**src/rtl/noc_pkg.sv**
```systemverilog
// Shared types and sizing for the NoC injection arbiter: flit and credit
// formats, FSM state encoding and derived widths.
package noc_pkg;

  localparam int NUM_REQ   = 4;   // local requesters sharing the send port
  localparam int NUM_VCS   = 2;   // virtual channels at the router input
  localparam int BUF_DEPTH = 4;   // router buffer depth per VC = initial credits
  localparam int DEST_W    = 4;   // destination node id width
  localparam int DATA_W    = 32;  // payload width

  localparam int REQ_W  = $clog2(NUM_REQ);
  localparam int VC_W   = $clog2(NUM_VCS);
  localparam int CRED_W = $clog2(BUF_DEPTH + 1);
  localparam int FLIT_W = 2 + DEST_W + VC_W + DATA_W;

  typedef logic [REQ_W-1:0]  req_idx_t;
  typedef logic [VC_W-1:0]   vc_t;
  typedef logic [CRED_W-1:0] cred_t;

  // Field order fixes the bit offsets on the router's flit_in port.
  typedef struct packed {
    logic              valid;
    logic              tail;
    logic [DEST_W-1:0] dest;
    vc_t               vc;
    logic [DATA_W-1:0] data;
  } flit_t;

  // Credit return from the router: {valid, vc}.
  typedef struct packed {
    logic valid;
    vc_t  vc;
  } credit_t;

  typedef enum logic {
    IDLE   = 1'b0,
    LOCKED = 1'b1
  } state_t;

  // Round-robin successor of a requester index, wrapping at NUM_REQ.
  function automatic req_idx_t next_req(req_idx_t i);
    return (int'(i) == NUM_REQ - 1) ? '0 : req_idx_t'(int'(i) + 1);
  endfunction

endpackage

```
**src/rtl/noc_inject_arbiter_if.sv**
```systemverilog
// Local-source and router-side signals of one injection port.
// master: requesters plus router credit return; slave: the arbiter.
interface noc_inject_arbiter_if;
  import noc_pkg::*;

  logic [NUM_REQ-1:0]             req_valid;
  logic [NUM_REQ-1:0]             req_tail;
  logic [NUM_REQ-1:0][DEST_W-1:0] req_dest;
  logic [NUM_REQ-1:0][DATA_W-1:0] req_data;
  logic [NUM_REQ-1:0]             req_ready;
  flit_t                          flit_out;
  logic                           flit_out_en;
  credit_t                        credit_in;

  modport master (
    output req_valid, req_tail, req_dest, req_data, credit_in,
    input  req_ready, flit_out, flit_out_en
  );

  modport slave (
    input  req_valid, req_tail, req_dest, req_data, credit_in,
    output req_ready, flit_out, flit_out_en
  );

endinterface

```
**src/rtl/noc_rr_arbiter.sv**
```systemverilog
// Rotating-priority arbiter: one-hot grant to the first requester at or
// after ptr, wrapping around.
module noc_rr_arbiter
  import noc_pkg::*;
(
  input  logic [NUM_REQ-1:0] req,
  input  req_idx_t           ptr,
  output logic [NUM_REQ-1:0] grant
);

  logic     found;
  int       pos;
  req_idx_t idx;

  // Scan from ptr upwards and keep only the first hit.
  always_comb begin
    // NOTE: every variable gets a default before the loop so no latch is inferred.
    grant = '0;
    found = 1'b0;
    pos   = 0;
    idx   = '0;
    for (int k = 0; k < NUM_REQ; k++) begin
      pos = int'(ptr) + k;
      if (pos >= NUM_REQ) pos = pos - NUM_REQ;
      idx = req_idx_t'(pos);
      if (!found && req[idx]) begin
        grant[idx] = 1'b1;
        found      = 1'b1;
      end
    end
  end

endmodule

```
**src/rtl/noc_inject_arbiter.sv**
```systemverilog
// Injection-side scheduler for one mesh send port: packet-atomic round-robin
// grants, VC allocation on head flits and per-VC credit tracking.
module noc_inject_arbiter
  import noc_pkg::*;
(
  input  logic                 CLK,
  input  logic                 RST_N,
  noc_inject_arbiter_if.slave  bus,
  output logic                 busy,
  output logic                 err_credit_ovf
);

  state_t             state;
  req_idx_t           rr_ptr;
  req_idx_t           owner;
  logic [DEST_W-1:0]  lat_dest;
  vc_t                lat_vc;
  cred_t              credit [NUM_VCS];

  logic [NUM_REQ-1:0] arb_req;
  logic [NUM_REQ-1:0] grant;
  logic [NUM_REQ-1:0] ready;
  logic               any_credit;
  vc_t                free_vc;
  req_idx_t           sel;
  logic               xfer;
  vc_t                send_vc;
  logic [DEST_W-1:0]  send_dest;
  flit_t              next_flit;
  logic [NUM_VCS-1:0] cred_dec;
  logic [NUM_VCS-1:0] cred_inc;

  // Lowest-index VC that still has credit; scanning downwards lets it win.
  always_comb begin
    any_credit = 1'b0;
    free_vc    = '0;
    for (int v = NUM_VCS - 1; v >= 0; v--) begin
      if (credit[v] != '0) begin
        any_credit = 1'b1;
        free_vc    = vc_t'(v);
      end
    end
  end

  // New packets compete only while idle and some VC can take a head flit.
  assign arb_req = (state == IDLE && any_credit) ? bus.req_valid : '0;

  noc_rr_arbiter u_rr (
    .req   (arb_req),
    .ptr   (rr_ptr),
    .grant (grant)
  );

  // Ready: arbiter grant when idle, otherwise only the owner with credit on its VC.
  always_comb begin
    ready = '0;
    if (state == IDLE) begin
      ready = grant;
    end else if (credit[lat_vc] != '0) begin
      ready[owner] = bus.req_valid[owner];
    end
  end

  assign bus.req_ready = ready;
  assign xfer          = |ready;
  assign busy          = (state == LOCKED);

  // Encode the accepting requester and assemble the outgoing flit.
  always_comb begin
    sel = '0;
    for (int i = 0; i < NUM_REQ; i++) begin
      if (ready[i]) sel = req_idx_t'(i);
    end
    send_vc        = (state == IDLE) ? free_vc : lat_vc;
    send_dest      = (state == IDLE) ? bus.req_dest[sel] : lat_dest;
    next_flit.valid = 1'b1;
    next_flit.tail  = bus.req_tail[sel];
    next_flit.dest  = send_dest;
    next_flit.vc    = send_vc;
    next_flit.data  = bus.req_data[sel];
  end

  // Per-VC send and return strobes for the credit counters.
  always_comb begin
    for (int v = 0; v < NUM_VCS; v++) begin
      cred_dec[v] = xfer && (send_vc == vc_t'(v));
      cred_inc[v] = bus.credit_in.valid && (bus.credit_in.vc == vc_t'(v));
    end
  end

  // Packet FSM, round-robin pointer and registered flit output.
  always_ff @(posedge CLK or negedge RST_N) begin
    if (!RST_N) begin
      state           <= IDLE;
      rr_ptr          <= '0;
      owner           <= '0;
      lat_dest        <= '0;
      lat_vc          <= '0;
      bus.flit_out    <= '0;
      bus.flit_out_en <= 1'b0;
    end else begin
      // NOTE: non-blocking assignments so every register samples pre-edge values.
      bus.flit_out    <= xfer ? next_flit : '0;
      bus.flit_out_en <= xfer;
      if (xfer) begin
        unique case (state)
          IDLE: begin
            owner    <= sel;
            lat_dest <= send_dest;
            lat_vc   <= send_vc;
            if (bus.req_tail[sel]) rr_ptr <= next_req(sel);
            else                   state  <= LOCKED;
          end
          LOCKED: begin
            if (bus.req_tail[owner]) begin
              state  <= IDLE;
              rr_ptr <= next_req(owner);
            end
          end
          default: state <= IDLE;
        endcase
      end
    end
  end

  // Credit counters: -1 on send, +1 on return, saturating with a sticky error.
  always_ff @(posedge CLK or negedge RST_N) begin
    if (!RST_N) begin
      // NOTE: the counter array must be reset explicitly; it starts full, not at zero.
      for (int v = 0; v < NUM_VCS; v++) credit[v] <= cred_t'(BUF_DEPTH);
      err_credit_ovf <= 1'b0;
    end else begin
      for (int v = 0; v < NUM_VCS; v++) begin
        if (cred_inc[v] && !cred_dec[v]) begin
          if (credit[v] == cred_t'(BUF_DEPTH)) err_credit_ovf <= 1'b1;
          else                                 credit[v] <= credit[v] + cred_t'(1);
        end else if (cred_dec[v] && !cred_inc[v]) begin
          credit[v] <= credit[v] - cred_t'(1);
        end
      end
    end
  end

endmodule
```
**src/flat_wrapper.sv**
```systemverilog
// flat-port wrapper written by rule: the top's interface ports become plain ports
module noc_inject_arbiter_flat import noc_pkg::*;
  (CLK, RST_N, busy, err_credit_ovf, bus_req_valid, bus_req_tail, bus_req_dest, bus_req_data, bus_credit_in, bus_req_ready, bus_flit_out, bus_flit_out_en);
  noc_inject_arbiter_if bus_i ();
  input  logic CLK;
  input  logic RST_N;
  output logic busy;
  output logic err_credit_ovf;
  input wire logic [$bits(bus_i.req_valid)-1:0] bus_req_valid;
  input wire logic [$bits(bus_i.req_tail)-1:0] bus_req_tail;
  input wire logic [$bits(bus_i.req_dest)-1:0] bus_req_dest;
  input wire logic [$bits(bus_i.req_data)-1:0] bus_req_data;
  input wire logic [$bits(bus_i.credit_in)-1:0] bus_credit_in;
  output wire logic [$bits(bus_i.req_ready)-1:0] bus_req_ready;
  output wire logic [$bits(bus_i.flit_out)-1:0] bus_flit_out;
  output wire logic [$bits(bus_i.flit_out_en)-1:0] bus_flit_out_en;
  assign bus_i.req_valid = bus_req_valid;
  assign bus_i.req_tail = bus_req_tail;
  assign bus_i.req_dest = bus_req_dest;
  assign bus_i.req_data = bus_req_data;
  assign bus_i.credit_in = bus_credit_in;
  assign bus_req_ready = bus_i.req_ready;
  assign bus_flit_out = bus_i.flit_out;
  assign bus_flit_out_en = bus_i.flit_out_en;
  noc_inject_arbiter u_core (.CLK(CLK), .RST_N(RST_N), .bus(bus_i), .busy(busy), .err_credit_ovf(err_credit_ovf));
endmodule
```
**config.mk**
```make
export PLATFORM = sky130hd
export DESIGN_NAME = noc_inject_arbiter_flat
export DESIGN_NICKNAME = d
export VERILOG_FILES = /design/src/rtl/noc_pkg.sv /design/src/rtl/noc_inject_arbiter_if.sv /design/src/rtl/noc_rr_arbiter.sv /design/src/rtl/noc_inject_arbiter.sv /design/src/flat_wrapper.sv
export SDC_FILE = /design/constraint.sdc
export NUM_CORES = 1
export LEC_CHECK = 0
export CORE_AREA = 2 2 126 91
export CTS_CLUSTER_SIZE = 14
export DETAILED_ROUTE_END_ITERATION = 10
export DIE_AREA = 0 0 128 93
export GPL_TIMING_DRIVEN = 0
export PLACE_DENSITY = 0.77
export SLEW_MARGIN = 15
export SYNTH_ARGS = -nofsm -noshare
export SYNTH_HDL_FRONTEND = slang
export SYNTH_HIERARCHICAL = 1
export SYNTH_SLANG_ARGS = --single-unit
```
**constraint.sdc**
```tcl
create_clock -name CLK -period 4.4 [get_ports CLK]
set_clock_uncertainty 0.15 [all_clocks]
set_input_delay 0.44 -clock CLK [delete_from_list [all_inputs] [get_ports CLK]]
set_output_delay 0.44 -clock CLK [all_outputs]
set_load 0.05 [all_outputs]
```
# Word-level counts from Yosys, hierarchy flattened
# Index checks and enable logic that the tools add are counted.
# totals
reg_bits,57
latchBits,0
ram_bits,0
rom_bits,0
inputBits,156
output_inout_bits,46
wordCells,165
memories,0
# op_classes
addsub,13
mul,0
div_mod_pow,0
order_cmp,16
eq_ne,8
n_shift,0
mux,72
bitwise,8
n_reduce_logical,34
# ops
cell,count
$bmux 32 s2,1
$mux 39,1
$mux 4,9
$mux 32,1
$mux 3,9
$mux 1,26
$mux 2,10
$lt 2x3->1 const B,6
$logic_and 1x1->1,17
$bmux 1 s2,7
$or 4x4->4,3
$demux 1 s2,5
$ge 2x1->1 const B,5
$ge 3x3->1 const B,3
$reduce_bool 3->1,3
$bmux 4 s2,1
$sub 2x1->2 const B,4
$logic_not 1->1,7
$add 2x2->3 const B,2
$add 3x1->3 const B,2
$eq 3x3->1 const B,2
$ne 2x2->1 const B,3
$reduce_and 2->1,3
$sub 3x1->3 const B,2
other kinds (14),19

# Logic depth before layout (Yosys ltp)
# Gate-level depths: netlist (run 1).
# logic_depth
depth_word,25
ltp_mapped,21
ltp_nobuf,20

# By module
# The synthesis (run 1) kept the hierarchy.
# by_module_without_submodules
module,n_inst,cells_each,area_each_um2,seq_area_each_um2
noc_inject_arbiter,1,372,3494.6,1403.8
noc_rr_arbiter,1,30,302.8,0.0

# Least setup slack after synthesis (run 1)
# No wires, ideal clock.
# synth_timing
path_type,register to register
from,"reg u_core.state, in the netlist u_core/busy"
to,reg u_core/credit[2] (netlist bit)
setup_ns,0.084
t_arrival_ns,4.114
t_required_ns,4.166
path_slack_ns,0.052
stages_incl_launch_ff,21
path_buffers,1
synth_period_minus_slack_ns,4.348
path_cell_list,dfrtp_1 > clkbuf_1 > a21oi_1 > and2_1 > mux4_2 > nand2_1 > o21ai_0 > a221o_1 > nor3_1 > a21oi_1 > nor2_1 > inv_2 > nand2_2 > inv_2 > nor2_1 > xnor2_1 > ha_1 > nor3_1 > a31oi_1 > a22oi_1 > o21ai_1
# synth_between
elab_chain_len,22
elab_cells_between_ends,38
cone_classes,eq/ne (1); mux (19); bitwise (4); reduce/logical (14)
# synth_rtl
element,line,source
start: declaration,noc_inject_arbiter.sv:13,state_t state;
start signal: assignment,noc_inject_arbiter.sv:94,state <= IDLE;
start signal: assignment,noc_inject_arbiter.sv:112,else state <= LOCKED;
start signal: assignment,noc_inject_arbiter.sv:116,state <= IDLE;
$not 1->1 (no source line) *,-,
$logic_and 1x1->1 *,noc_inject_arbiter.sv:46,assign arb_req = (state == IDLE && any_credit) ? bus.req_valid : '0;
$mux 4 *,noc_inject_arbiter.sv:46,
net u_core.arb_req[3],noc_inject_arbiter.sv:20,logic [NUM_REQ-1:0] arb_req;
$bmux 1 s2,noc_rr_arbiter.sv:26,if (!found && req[idx]) begin
$mux 1 (not written as such),noc_rr_arbiter.sv:26,
$mux 1,noc_rr_arbiter.sv:26,
$logic_not 1->1,noc_rr_arbiter.sv:26,
[8 not listed],-,
net u_core.grant[3],noc_inject_arbiter.sv:21,logic [NUM_REQ-1:0] grant;
$mux 4 *,noc_inject_arbiter.sv:57,if (state == IDLE) begin
$reduce_or 4->1 *,noc_inject_arbiter.sv:65,assign xfer = |ready;
$logic_and 1x1->1 *,noc_inject_arbiter.sv:86,cred_dec[v] = xfer && (send_vc == vc_t'(v));
$logic_not 1->1,noc_inject_arbiter.sv:134,if (cred_inc[v] && !cred_dec[v]) begin
$logic_and 1x1->1,noc_inject_arbiter.sv:134,
$ne 2x2->1 (no source line) / $reduce_bool 2->1 (equally long branches),-,
$reduce_and 2->1 (no source line),-,
end signal: indexed assignment,noc_inject_arbiter.sv:136,else credit[v] <= credit[v] + cred_t'(1);
end signal: indexed assignment,noc_inject_arbiter.sv:138,credit[v] <= credit[v] - cred_t'(1);
end: declaration,noc_inject_arbiter.sv:18,cred_t credit [NUM_VCS];
# The timed path passes the listed nets; every way through them passes the cells marked *. The select of a mux whose other input is x is not followed.
# A chain may end at the register's enable or synchronous reset.

# Worst setup path after layout (run 1)
# layout_timing
from,reg u_core/credit[4] (netlist bit)
to,reg u_core/credit[5] (netlist bit)
# layout_between
elab_chain_len,23
elab_cells_between_ends,51
cone_classes,add/sub (2); eq/ne (2); mux (27); bitwise (4); reduce/logical (16)
# layout_rtl
element,line,source
$reduce_bool 3->1 *,noc_inject_arbiter.sv:38,if (credit[v] != '0) begin
$mux 1 *,noc_inject_arbiter.sv:38,
$logic_and 1x1->1 *,noc_inject_arbiter.sv:46,
$mux 4 *,noc_inject_arbiter.sv:46,
net u_core.arb_req[3],noc_inject_arbiter.sv:20,
$bmux 1 s2,noc_rr_arbiter.sv:26,
$mux 1 (not written as such),noc_rr_arbiter.sv:26,
$mux 1,noc_rr_arbiter.sv:26,
[9 not listed],-,
net u_core.grant[3],noc_inject_arbiter.sv:21,
$mux 4 *,noc_inject_arbiter.sv:57,
$reduce_or 4->1 *,noc_inject_arbiter.sv:65,
$logic_and 1x1->1 *,noc_inject_arbiter.sv:86,
$logic_not 1->1,noc_inject_arbiter.sv:134,
$logic_and 1x1->1,noc_inject_arbiter.sv:134,
$ne 2x2->1 (no source line) / $reduce_bool 2->1 (equally long branches),-,
$reduce_and 2->1 (no source line),-,
# Marked as above.

==> out/metrics.yaml, run 1 <==
maxClockFrequency_mhz: 237
synth_edf_count: 0
hold_buffers: 0
die_w_um: 128
drt_iter0_markers: 352
synth_area_leaders: "dfrtp_1 36%, o21ai_0 5.9%, o221a_2 5.0%"
stdcell_area_mm2: 0.00629
tightest_slew_ns: 0.768
cp-endpoint: "u_core/credit[5]$_DFFE_PN1P_"
core-area_mm2: 0.0107
remaining_drc_errors: 0
min_path_type: "primary input to asynchronous set/reset pin"
io_buffer_count: 201
die_area_mm2: 0.0119
area_delta_synth_final_pct: 65.7
nets: 787
drive_gt1_share_pct: 16.9
die_y_um: 93
drv_cap: 0
boundaryPins: 202
r2r-start: "u_core/credit[4]$_DFFE_PN0P_"
startpoint: "u_core/credit[4]$_DFFE_PN0P_"
ff_latch_area_mm2: 0.00141
ys_async_sr_fraction_pct: 100
gp_congestion: 0.862
ys_ff_latch: 56
start_util_pct: 35.4
instances_no_fill: 756
vias: 4242
antenna_found_initial: 0
drv_slew: 0
r2r_end: "u_core/credit[5]$_DFFE_PN1P_"
path_clk_slew_ns: 0.08
grt.overflow.total: 0
grt_pass1_wl_um: 22100
utilization_pct: 58.6
finalSetupViolCount: 0
n_antenna_cell: 0
crit_path_max_fanout: 8
cp-end-kind: "flop"
grt_max_degree: 57
cp.arrival_ns: 4.31
fin_crit_sh_pct: 96.0
multi_input_comb_area_mm2: 0.00227
grt_usage_pct: 23.7
synthesis.nets: 570
clkLatencyLatePin_ns: 0.30
synth_area_mm2: 0.00380
rows: 32
final.setup.tns_ns: 0
hpwl_um: 11100
clockRootBuffer: "clkbuf_16"
reg2reg_depth: 21
powerDensity_mw_per_mm2: 922
cts_tree: "done"
crit_type: "flop to flop"
dp.cells: 739
drt_wl_total_um: 14600
cts_max_level: 2
r2r_slack_ns: 0.17
yosysSeqAreaShare_pct: 37.0
n_fill_cell: 925
yosysTopAreaCell: "dfrtp_1"
syn_area_per_cell_um2: 9.45
hold_viol: 0
clock-sinks: 56
p_leak_uw: 0.00255
first_global_vias: 4342
yosysMostFrequentCell: "dfrtp_1"
ys.flop_type: "dfrtp_1"
synth.top_cells.by_count: "54 x dfrtp_1, 45 x o21ai_0, 35 x nand2_1"
ys_warn_count: 6
viasPerCell: 5.61
synth_top_area_share_pct: 35.6
drt-pass1-iter-count: 5
cts_buffers: 5
synth_cell_type_count: 59
clk_path_buf_depth: 2
synthCells: 402
cp.required_ns: 4.49
ant_nets: 0
routedWlPerCell_um: 19.3
critPathLaunchType: "flop"
max_slew_margin_pct: 48.8
status: "complete, no violations"
placed_area_mm2: 0.00598
fin_crit_ns: 4.23
worst_ir_drop_vdd_uv: 423
-- per-layer routing --
metal | GRT usage, % | share of wire, % | vias up
met1 | 30.0 | 41 | 2075
met4 | 5.59 | 1.2 | 0
met5 | 0 | 0 | -
met2 | 41.8 | 50 | 210
met3 | 4.63 | 7.6 | 14
li1 | - | - | 1943
-- state kept, by name (all words and copies together), names as in the netlist --
register,cells
u_core/err_credit_ovf,1
u_core/credit,6
u_core/lat_vc,1
u_core/busy,1
u_core/bus.flit_out,39
u_core/lat_dest,4
u_core/owner,2
u_core/rr_ptr,2
-- where the power goes --
part           switching (µW)  internal [µW]
Combinational            2720           1700
Clock                     203            272
Sequential                161            750
-- stage by stage --
stage	power [µW]	setup slack, ns	hold slack [ns]
floorplan	3800	0.0523	-0.00559
global placement	4870	-0.280	0.304
detailed placement	5010	-0.354	0.319
CTS	5600	0.00335	0.0847
global route	6200	-0.0308	0.122
finish	5800	0.174	0.0505
-- layout make-up --
class	count	share of cell area [%]
multi-input cells	304	36.0
well taps	136	2.70
repair buffers	210	32.9
inverters	14	0.875
clock buffers	6	2.05
clock inverters	2	0.617
flip-flops and latches	56	22.4
plain buffers	28	2.43
-- cells by family after synthesis --
kind of cell / share of synthesized area [%]
adders and majority gates: 3.95
xor gates and xnor gates: 0.461
buffers and inverters: 5.27
and+or+nand+nor: 15.8
muxes: 4.71
AOI/OAI and AO/OA: 32.8
DFF: 37.0
-- worst max-delay path: stages, from the launching register on --
cell and delay [ns]:
dfrtp_1 0.38, buf_6 0.14, nor3_4 0.20, a21oi_2 0.10, and2_1 0.20, mux4_2 0.55, buf_4 0.19, nand2_1 0.07
o21ai_0 0.07, a221o_1 0.36, nor3_4 0.29, a21oi_4 0.10, nor2_4 0.14, inv_4 0.08, nand2b_2 0.13, and2_1 0.18
xnor2_1 0.13, ha_2 0.28, nor3_2 0.06, a31oi_1 0.15, a22oi_1 0.10, o21ai_1 0.08
-- how the worst min path moves through the flow --
stage | startpoint | end | slack [ns] | cells past startpoint
after floorplan | RST_N | u_core/bus.flit_out[0]$_DFF_PN0_ | -0.006 | 0
after global placement | u_core/lat_dest[1]$_DFFE_PN0P_ | u_core/bus.flit_out[34]$_DFF_PN0_ | 0.30 | 2
after detailed placement | u_core/lat_dest[2]$_DFFE_PN0P_ | u_core/lat_dest[2]$_DFFE_PN0P_ | 0.32 | 2
after CTS | RST_N | u_core/bus.flit_out[25]$_DFF_PN0_ | 0.08 | 1
after global routing | RST_N | u_core/bus.flit_out[25]$_DFF_PN0_ | 0.12 | 1
final | RST_N | u_core/bus.flit_out[25]$_DFF_PN0_ | 0.05 | 1
-- cell usage in the layout, fill, tap and decap left out, types with 13 or more instances in the layout --
master and count:
or3_1 13, dfrtp_1 52, o21ai_0 45, buf_4 13, nor2_1 32, o21ai_1 18, clkdlybuf4s50_1 196, o221a_2 17
nand2_1 35, a21oi_1 25
-- timing repair --
action / in CTS / in global routing
pin swaps: 3 / 8
endpoints found under the hold margin: 0 / 0
resized for setup: 14 / 17
setup buffers: 5 / 4
setup endpoints to repair: 8 / 8
Power figures use the tool's default switching activity.
==> inputs of run 2 (changes only) <==
--- a/config.mk
+++ b/config.mk
@@ -5,12 +5,12 @@
 export SDC_FILE = /design/constraint.sdc
 export NUM_CORES = 1
 export LEC_CHECK = 0
-export CORE_AREA = 2 2 126 91
+export CORE_AREA = 2 2 149 78
 export CTS_CLUSTER_SIZE = 14
 export DETAILED_ROUTE_END_ITERATION = 10
-export DIE_AREA = 0 0 128 93
+export DIE_AREA = 0 0 151 80
 export GPL_TIMING_DRIVEN = 0
-export PLACE_DENSITY = 0.77
+export PLACE_DENSITY = 0.76
 export SLEW_MARGIN = 15
 export SYNTH_ARGS = -nofsm -noshare
 export SYNTH_HDL_FRONTEND = slang
==> run 2 against run 1 <==
  * Via count shrank 2.9%
  * Sequential share of layout area is essentially flat
  * Register-to-register slack lost 0.05 ns
  * Critical endpoint unchanged
  * Largest cell class unchanged
==> out/metrics.yaml, run 2 (synthesis results as in run 1) <==
status: "complete, no violations"
vias: 4121
finalSetupViolCount: 0
ant_nets: 0
clkLatencyLatePin_ns: 0.30
maxClockFrequency_mhz: 234
hpwl_um: 10800
largest_reg_flops: 39
boundaryPins: 202
n_antenna_cell: 0
dp.cells: 748
critPathLaunchType: "flop"
drive_gt1_share_pct: 17.7
die_w_um: 151
antenna_found_initial: 0
min_path_type: "primary input to asynchronous set/reset pin"
crit_path_max_fanout: 7
grt_pass1_wl_um: 20600
drt_iter0_markers: 259
die_area_mm2: 0.0121
drt-pass1-iter-count: 5
gp_congestion: 0.882
pre_cts_slack_ns: -0.373
start_util_pct: 35.3
fin_crit_sh_pct: 97.3
clockRootBuffer: "clkbuf_16"
core-area_mm2: 0.0107
grt.overflow.total: 0
largest_register: "u_core/bus.flit_out"
fin_ws_ns: 0.120
worst_ir_drop_vdd_uv: 323
max_slew_margin_pct: 50.1
clk_path_buf_depth: 2
cp-end-kind: "flop"
drv_slew: 0
drt_wl_total_um: 14000
mostFrequentLayoutCells: "196 x clkdlybuf4s50_1, 53 x dfrtp_1, 45 x o21ai_0"
cts_max_level: 2
die_y_um: 80
cp.arrival_ns: 4.36
rows: 27
hold_viol: 0
instances_no_fill: 766
viasPerCell: 5.38
clock-sinks: 56
grt_usage_pct: 22.2
p_leak_uw: 0.00253
final_common_cell: "clkdlybuf4s50_1"
cts_tree: "done"
rsz0062_at_grt: "yes"
cts_buffers: 5
area_delta_synth_final_pct: 65.6
tightest_slew_ns: 0.749
top_regs: "u_core/bus.flit_out: 39 flops, u_core/credit: 6 flops, u_core/lat_dest: 4 flops"
powerDensity_mw_per_mm2: 904
path_clk_slew_ns: 0.08
first_global_vias: 3934
hold_buffers: 0
io_buffer_count: 201
drv_cap: 0
grt_max_degree: 57
nets: 788
routedWlPerCell_um: 18.3
r2r_slack_ns: 0.12
stdcell_area_mm2: 0.00629
fin_crit_ns: 4.28
final.setup.tns_ns: 0
hold_ws_ns: 0.0519
placed_area_mm2: 0.00599
crit_type: "flop to flop"
cp.required_ns: 4.48
remaining_drc_errors: 0
run 2: critical path, stage by stage (launching register included):
cell and delay [ns]:
dfrtp_1 0.36, buf_2 0.18, nor3_4 0.29, a21oi_4 0.11, and2_4 0.19, mux4_2 0.56, nor4b_4 0.32, buf_4 0.18
a221o_1 0.23, nor3_4 0.08, a21oi_4 0.21, nor2_4 0.07, inv_2 0.13, nand2b_4 0.09, and2_1 0.17, xnor2_1 0.14
ha_2 0.22, nor3_1 0.19, a31oi_1 0.06, a22oi_1 0.19, o21ai_1 0.09
run 2: per-stage QoR:
| stage | utilization [%] | power, µW |
|---|---|---|
| after floorplan | - | 3800 |
| after global placement | 55.8 | 4870 |
| after detailed placement | 55.7 | 5020 |
| after CTS | 57.7 | 5540 |
| after global routing | 58.5 | 6080 |
| final | 58.5 | 5690 |
run 2: path summary, 6_finish.rpt:
kind	startpoint	to	cells after the start
hold / removal	RST_N	u_core/bus.flit_out[27]$_DFF_PN0_	1
setup reg to reg	u_core/credit[1]$_DFFE_PN0P_	u_core/credit[5]$_DFFE_PN1P_	20
hold reg to reg	u_core/lat_dest[3]$_DFFE_PN0P_	u_core/bus.flit_out[36]$_DFF_PN0_	2
max in group asynchronous	RST_N	u_core/busy$_DFFE_PN0P_	1
min in group CLK	u_core/lat_dest[3]$_DFFE_PN0P_	u_core/bus.flit_out[36]$_DFF_PN0_	2
setup / recovery	u_core/credit[1]$_DFFE_PN0P_	u_core/credit[5]$_DFFE_PN1P_	20
run 2: timing repair:
item	CTS	global route
hold endpoints to repair	0	0
resized for setup	14	20
setup buffers	5	5
pin swaps	3	5
setup endpoints to repair	8	7
run 2: cell type report:
type	instances	area [µm²]
well taps	145	181
flip-flops and latches	56	1410
inverters	14	52.6
repair buffers	211	2070
clock inverters	2	16.3
clock buffers	6	129
fillers	933	4450
plain buffers	28	150
multi-input cells	304	2280
run 2: routing by layer:
metal	up-vias	wire, µm	GRT usage [%]
li1	1951	-	-
met1	1987	6030	29.7
met2	177	6760	38.4
met3	6	1210	5.09
met4	0	29	2.15
met5	-	0	0
run 2: power by group:
part           internal (µW)  total, µW  switching, µW
registers                750        906            156
logic                   1690       4370           2680
clock network            213        408            195
==> inputs of run 3 (changes only) <==
--- a/config.mk
+++ b/config.mk
@@ -5,6 +5,7 @@
 export SDC_FILE = /design/constraint.sdc
 export NUM_CORES = 1
 export LEC_CHECK = 0
+export CAP_MARGIN = 20
 export CORE_AREA = 2 2 149 78
 export CTS_CLUSTER_SIZE = 14
 export DETAILED_ROUTE_END_ITERATION = 10
==> results of run 3 <==
Final layout, timing and power as in run 2 (identical DEF).
==> variant 1, RTL diff (config.mk and constraints of run 1) <==
The package constant `NUM_VCS` goes from 2 to 8.
--- a/src/rtl/noc_pkg.sv
+++ b/src/rtl/noc_pkg.sv
@@ -4,5 +4,5 @@
 
   localparam int NUM_REQ   = 4;   // local requesters sharing the send port
-  localparam int NUM_VCS   = 2;   // virtual channels at the router input
+  localparam int NUM_VCS   = 8;   // virtual channels at the router input
   localparam int BUF_DEPTH = 4;   // router buffer depth per VC = initial credits
   localparam int DEST_W    = 4;   // destination node id width
Interface: changed (resized bus_credit_in and bus_flit_out); port bits go from 202 to 206. No check against the original RTL was run, so the function may have changed too.
==> variant 1 against run 1 <==
  * The run now ends with setup timing left
  * Wire length up 98%
  * Critical path depth increased by 3
  * Final area grew 57%
  * Area after synthesis increased by 50%
  * Total power rose by 75%
  * Setup slack got worse by 0.68 ns
  * Utilization increased by 34 points
  * Clock power grew 76%
  * Global-route usage increased by 14 points
  * Count of clock-buffer cells in the layout grew 5
  * Sequential cell count up 22
  * Largest cell class unchanged
==> variant 1: results (changes against run 1) <==
<table>
<tr><th>Metric</th><th>Value</th></tr>
<tr><th colspan="2">Synth</th></tr>
<tr><td>Post-synth top area share</td><td>30.7% (-4.9 points)</td></tr>
<tr><td>Post-synthesis compound-gate area fraction</td><td>28.7% (-4.1 points)</td></tr>
<tr><td>Largest cells by area after synthesis</td><td>sky130_fd_sc_hd__dfrtp_1, sky130_fd_sc_hd__o221ai_1, sky130_fd_sc_hd__nand2_1</td></tr>
<tr><td>Post-synth top cells</td><td>sky130_fd_sc_hd__dfrtp_1, sky130_fd_sc_hd__o221ai_1, sky130_fd_sc_hd__nand2_1</td></tr>
<tr><td>Post-Synth XOR/XNOR Area</td><td>0.921% (+0.46 points)</td></tr>
<tr><th colspan="2">Clock tree</th></tr>
<tr><td>Clock input transition at the sequential cells of the worst setup and hold paths</td><td>0.06 ns (-0.02 ns)</td></tr>
<tr><td>Clock network latency to the later pin of the worst-skew pair</td><td>0.34 ns (+0.04 ns)</td></tr>
<tr><td>CTS hold repair buffers</td><td>1 (+1)</td></tr>
<tr><td>H-tree depth</td><td>3 (+1)</td></tr>
<tr><th colspan="2">Placed design</th></tr>
<tr><td>Hpwl dp</td><td>15600 µm (+41%)</td></tr>
<tr><td>Inst Count DP</td><td>954 (+29%)</td></tr>
<tr><td>Placement-stage cell area</td><td>8000 µm² (+34%)</td></tr>
<tr><th colspan="2">Global routing</th></tr>
<tr><td>M2 GR Usage</td><td>62.3% (+20 points)</td></tr>
<tr><td>M1 GR Usage</td><td>49.2% (+19 points)</td></tr>
<tr><td>Maximum number of pins on one net before global-route repair</td><td>60 (+5.3%)</td></tr>
<tr><th colspan="2">STA</th></tr>
<tr><td>Setup TNS Final</td><td>-9.36 ns (-9.36 ns)</td></tr>
<tr><td>Crit path setup slack, layout</td><td>-0.509 ns (-0.683 ns)</td></tr>
<tr><td>Final setup violation count</td><td>57 (+57)</td></tr>
<tr><th colspan="2">Routing</th></tr>
<tr><td>Detailed-route wire length on metal 1</td><td>9800 µm (+64%)</td></tr>
<tr><td>Length of routed met3 wiring</td><td>3340 µm (+200%)</td></tr>
<tr><th colspan="2">Power</th></tr>
<tr><td>Internal power summed over all cells</td><td>4860 µW (+78%)</td></tr>
<tr><td>Leak</td><td>0.00395 µW (+55%)</td></tr>
<tr><th colspan="2">Hold path</th></tr>
<tr><td>Worst min path class</td><td>reg2reg</td></tr>
<tr><th colspan="2">Status</th></tr>
<tr><td>Failing checks</td><td>setup timing</td></tr>
<tr><td>Outcome</td><td>finished with violations</td></tr>
<tr><th colspan="2">Finish</th></tr>
<tr><td>Largest registers</td><td>u_core/bus.flit_out: 41 flops, u_core/credit: 24 flops, u_core/lat_dest: 4 flops</td></tr>
</table>
[variant 1: changes by cell type in the layout (fill, tap and decap cells not counted), moves of 8 or more]
cell,before,now
sky130_fd_sc_hd__o21ai_0,45,8
sky130_fd_sc_hd__and2_4,0,10
sky130_fd_sc_hd__nand2_1,35,51
sky130_fd_sc_hd__or3_1,13,4
sky130_fd_sc_hd__nand3_1,2,17
sky130_fd_sc_hd__inv_1,9,23
sky130_fd_sc_hd__o221a_2,17,1
sky130_fd_sc_hd__buf_4,13,78
sky130_fd_sc_hd__mux2i_1,4,20
sky130_fd_sc_hd__dfrtp_2,2,12
sky130_fd_sc_hd__buf_6,2,18
sky130_fd_sc_hd__o221ai_1,8,52
sky130_fd_sc_hd__fa_2,0,8
[variant 1: area by class of cell]
class | count | area, µm²
well taps | 136 | 170
clock buffers | 11 | 243
multi-input cells | 464 | 4160
fillers | 378 | 845
inverters | 30 | 128
clock inverters | 5 | 82.6
flip-flops and latches | 78 | 1980
plain buffers | 35 | 275
repair buffers | 294 | 2860
==> variant 2, RTL diff (config.mk and constraints of run 1) <==
Without the edit above. Put one more register stage on the output `err_credit_ovf`, with the module's reset. The value now appears one clock later. The other outputs are not delayed to match.
--- a/src/rtl/noc_inject_arbiter.sv
+++ b/src/rtl/noc_inject_arbiter.sv
@@ -10,4 +10,6 @@
   output logic                 err_credit_ovf
 );
+
+  logic err_credit_ovf_s0;
 
   state_t             state;
@@ -129,9 +131,9 @@
       // NOTE: the counter array must be reset explicitly; it starts full, not at zero.
       for (int v = 0; v < NUM_VCS; v++) credit[v] <= cred_t'(BUF_DEPTH);
-      err_credit_ovf <= 1'b0;
+      err_credit_ovf_s0 <= 1'b0;
     end else begin
       for (int v = 0; v < NUM_VCS; v++) begin
         if (cred_inc[v] && !cred_dec[v]) begin
-          if (credit[v] == cred_t'(BUF_DEPTH)) err_credit_ovf <= 1'b1;
+          if (credit[v] == cred_t'(BUF_DEPTH)) err_credit_ovf_s0 <= 1'b1;
           else                                 credit[v] <= credit[v] + cred_t'(1);
         end else if (cred_dec[v] && !cred_inc[v]) begin
@@ -142,3 +144,11 @@
   end
 
+  always_ff @(posedge CLK or negedge RST_N) begin
+    if (!RST_N) begin
+      err_credit_ovf <= '0;
+    end else begin
+      err_credit_ovf <= err_credit_ovf_s0;
+    end
+  end
+
 endmodule
Formal check against the unedited RTL: not equivalent (a bounded check fails within 4 cycles, from zero or initial values and one cycle with RST_N low).
==> variant 2 against run 1 <==
  * Setup slack worse by 0.054 ns
  * Clock power up 56%
  * Total power up 3.3%
  * Wire length down 2.0%
  * Final area up 2.5%
  * Sequential power up 0.7%
  * Sequential cell count up 1
  * Utilization up 1.4 points
  * Area after synthesis up 0.66%
==> variant 2: results (changes against run 1) <==
<table>
<tr><th>Metric</th><th>Value</th></tr>
<tr><th colspan="2">Synth</th></tr>
<tr><td>Post-synth top cells</td><td>sky130_fd_sc_hd__dfrtp_1, sky130_fd_sc_hd__o21ai_0, sky130_fd_sc_hd__nand2_1</td></tr>
<tr><td>Largest cells by area after synthesis</td><td>sky130_fd_sc_hd__dfrtp_1, sky130_fd_sc_hd__o21ai_0, sky130_fd_sc_hd__o221a_2</td></tr>
<tr><td>Share of synthesized cell area in full adder, half adder and majority cells</td><td>3.93% (-0.026 points)</td></tr>
<tr><td>Post-Synth XOR/XNOR Area</td><td>0.458% (-0.0030 points)</td></tr>
<tr><td>Share of the yosys chip area belonging to registers</td><td>37.4% (+0.41 points)</td></tr>
<tr><td>Synthesized area per cell</td><td>9.48 µm² (+0.41%)</td></tr>
<tr><td>Net count of the mapped netlist</td><td>571 (+0.18%)</td></tr>
<tr><th colspan="2">Clock tree</th></tr>
<tr><td>TritonCTS buffer count</td><td>9 (+4)</td></tr>
<tr><td>Clock input transition at the sequential cells of the worst setup and hold paths</td><td>0.05 ns (-0.03 ns)</td></tr>
<tr><th colspan="2">Placed design</th></tr>
<tr><td>Final RePlAce weighted congestion</td><td>0.910 (+5.5%)</td></tr>
<tr><td>Hpwl dp</td><td>10900 µm (-1.6%)</td></tr>
<tr><td>Inst Count DP</td><td>740 (+0.14%)</td></tr>
<tr><th colspan="2">Global routing</th></tr>
<tr><td>Via count of the first global-routing pass</td><td>4263 (-1.8%)</td></tr>
<tr><td>Global routing usage on met3</td><td>6.58% (+1.9 points)</td></tr>
<tr><td>M1 GR Usage</td><td>28.8% (-1.2 points)</td></tr>
<tr><td>Maximum number of pins on one net before global-route repair</td><td>58 (+1.8%)</td></tr>
<tr><th colspan="2">Routing</th></tr>
<tr><td>Met2 Wirelength</td><td>6910 µm (-6.1%)</td></tr>
<tr><td>Wire length per cell</td><td>18.7 µm (-3.2%)</td></tr>
<tr><td>Via count normalized by instance count</td><td>5.51 (-1.8%)</td></tr>
<tr><td>Length of routed met3 wiring</td><td>1090 µm (-2.2%)</td></tr>
<tr><th colspan="2">Status</th></tr>
<tr><td>Outcome</td><td>finished, final reports clean</td></tr>
<tr><th colspan="2">Setup path</th></tr>
<tr><td>CP delay by family, top</td><td>buffers and inverters</td></tr>
<tr><td>Data arrival time of the critical path</td><td>3.69 ns (-0.62 ns)</td></tr>
<tr><th colspan="2">STA</th></tr>
<tr><td>Relative slew slack</td><td>49.1% (+0.30 points)</td></tr>
<tr><th colspan="2">Finish</th></tr>
<tr><td>Proportion of layout cells with a drive suffix above 1</td><td>18.0% (+1.0 points)</td></tr>
<tr><td>Total number of nets in the final design</td><td>792 (+0.64%)</td></tr>
</table>
## variant 2: cell types whose count changed in the layout (fill, tap and decap cells not counted), moves of 2 or more
cell / change
sky130_fd_sc_hd__clkbuf_16: +4
sky130_fd_sc_hd__clkinv_2: +3
sky130_fd_sc_hd__clkbuf_2: +2
sky130_fd_sc_hd__dfrtp_1: +2
sky130_fd_sc_hd__dlygate4sd2_1: -2
## variant 2: cell type report
| cell class | instances | area, µm² |
|---|---|---|
| Inverter | 14 | 57.6 |
| Tap cell | 136 | 170 |
| Clock inverter | 6 | 83.8 |
| Buffer | 28 | 153 |
| Fill cell | 851 | 4280 |
| Sequential cell | 57 | 1430 |
| Timing Repair Buffer | 210 | 2070 |
| Multi-Input combinational cell | 304 | 2260 |
| Clock buffer | 10 | 229 |
## variant 2: stage by stage
stage	cell area (µm²)	power, µW
final	6450	6000
after global routing	6450	6390
after CTS	6370	5820
after detailed placement	6000	4980
after global placement	6000	4860
after floorplan	3820	3810
## variant 2: power breakdown
group	leakage [µW]	total, µW	internal, µW	switching [µW]
clock	0.000156	743	493	250
combinational	0.00174	4330	1680	2650
sequential	0.000723	918	762	157
## variant 2: final timing paths
check	startpoint	end	slack [ns]	cells past startpoint
min	RST_N	u_core/bus.flit_out[19]	0.009	1
min reg2reg	u_core/err_credit_ovf_s0	u_core/err_credit_ovf	0.25	0
max in group asynchronous	RST_N	u_core/busy	3.53	1
max reg2reg	u_core/credit[1]	u_core/credit[5]	0.13	19
min in group CLK	u_core/err_credit_ovf_s0	u_core/err_credit_ovf	0.25	0
max	u_core/credit[1]	bus_req_ready[3]	0.12	12
## variant 2: repair_timing
item	in CTS	in global routing
endpoints found under the setup margin	8	8
buffers inserted	4	5
resized for setup	14	20
cloned	0	0
pin swaps	3	6
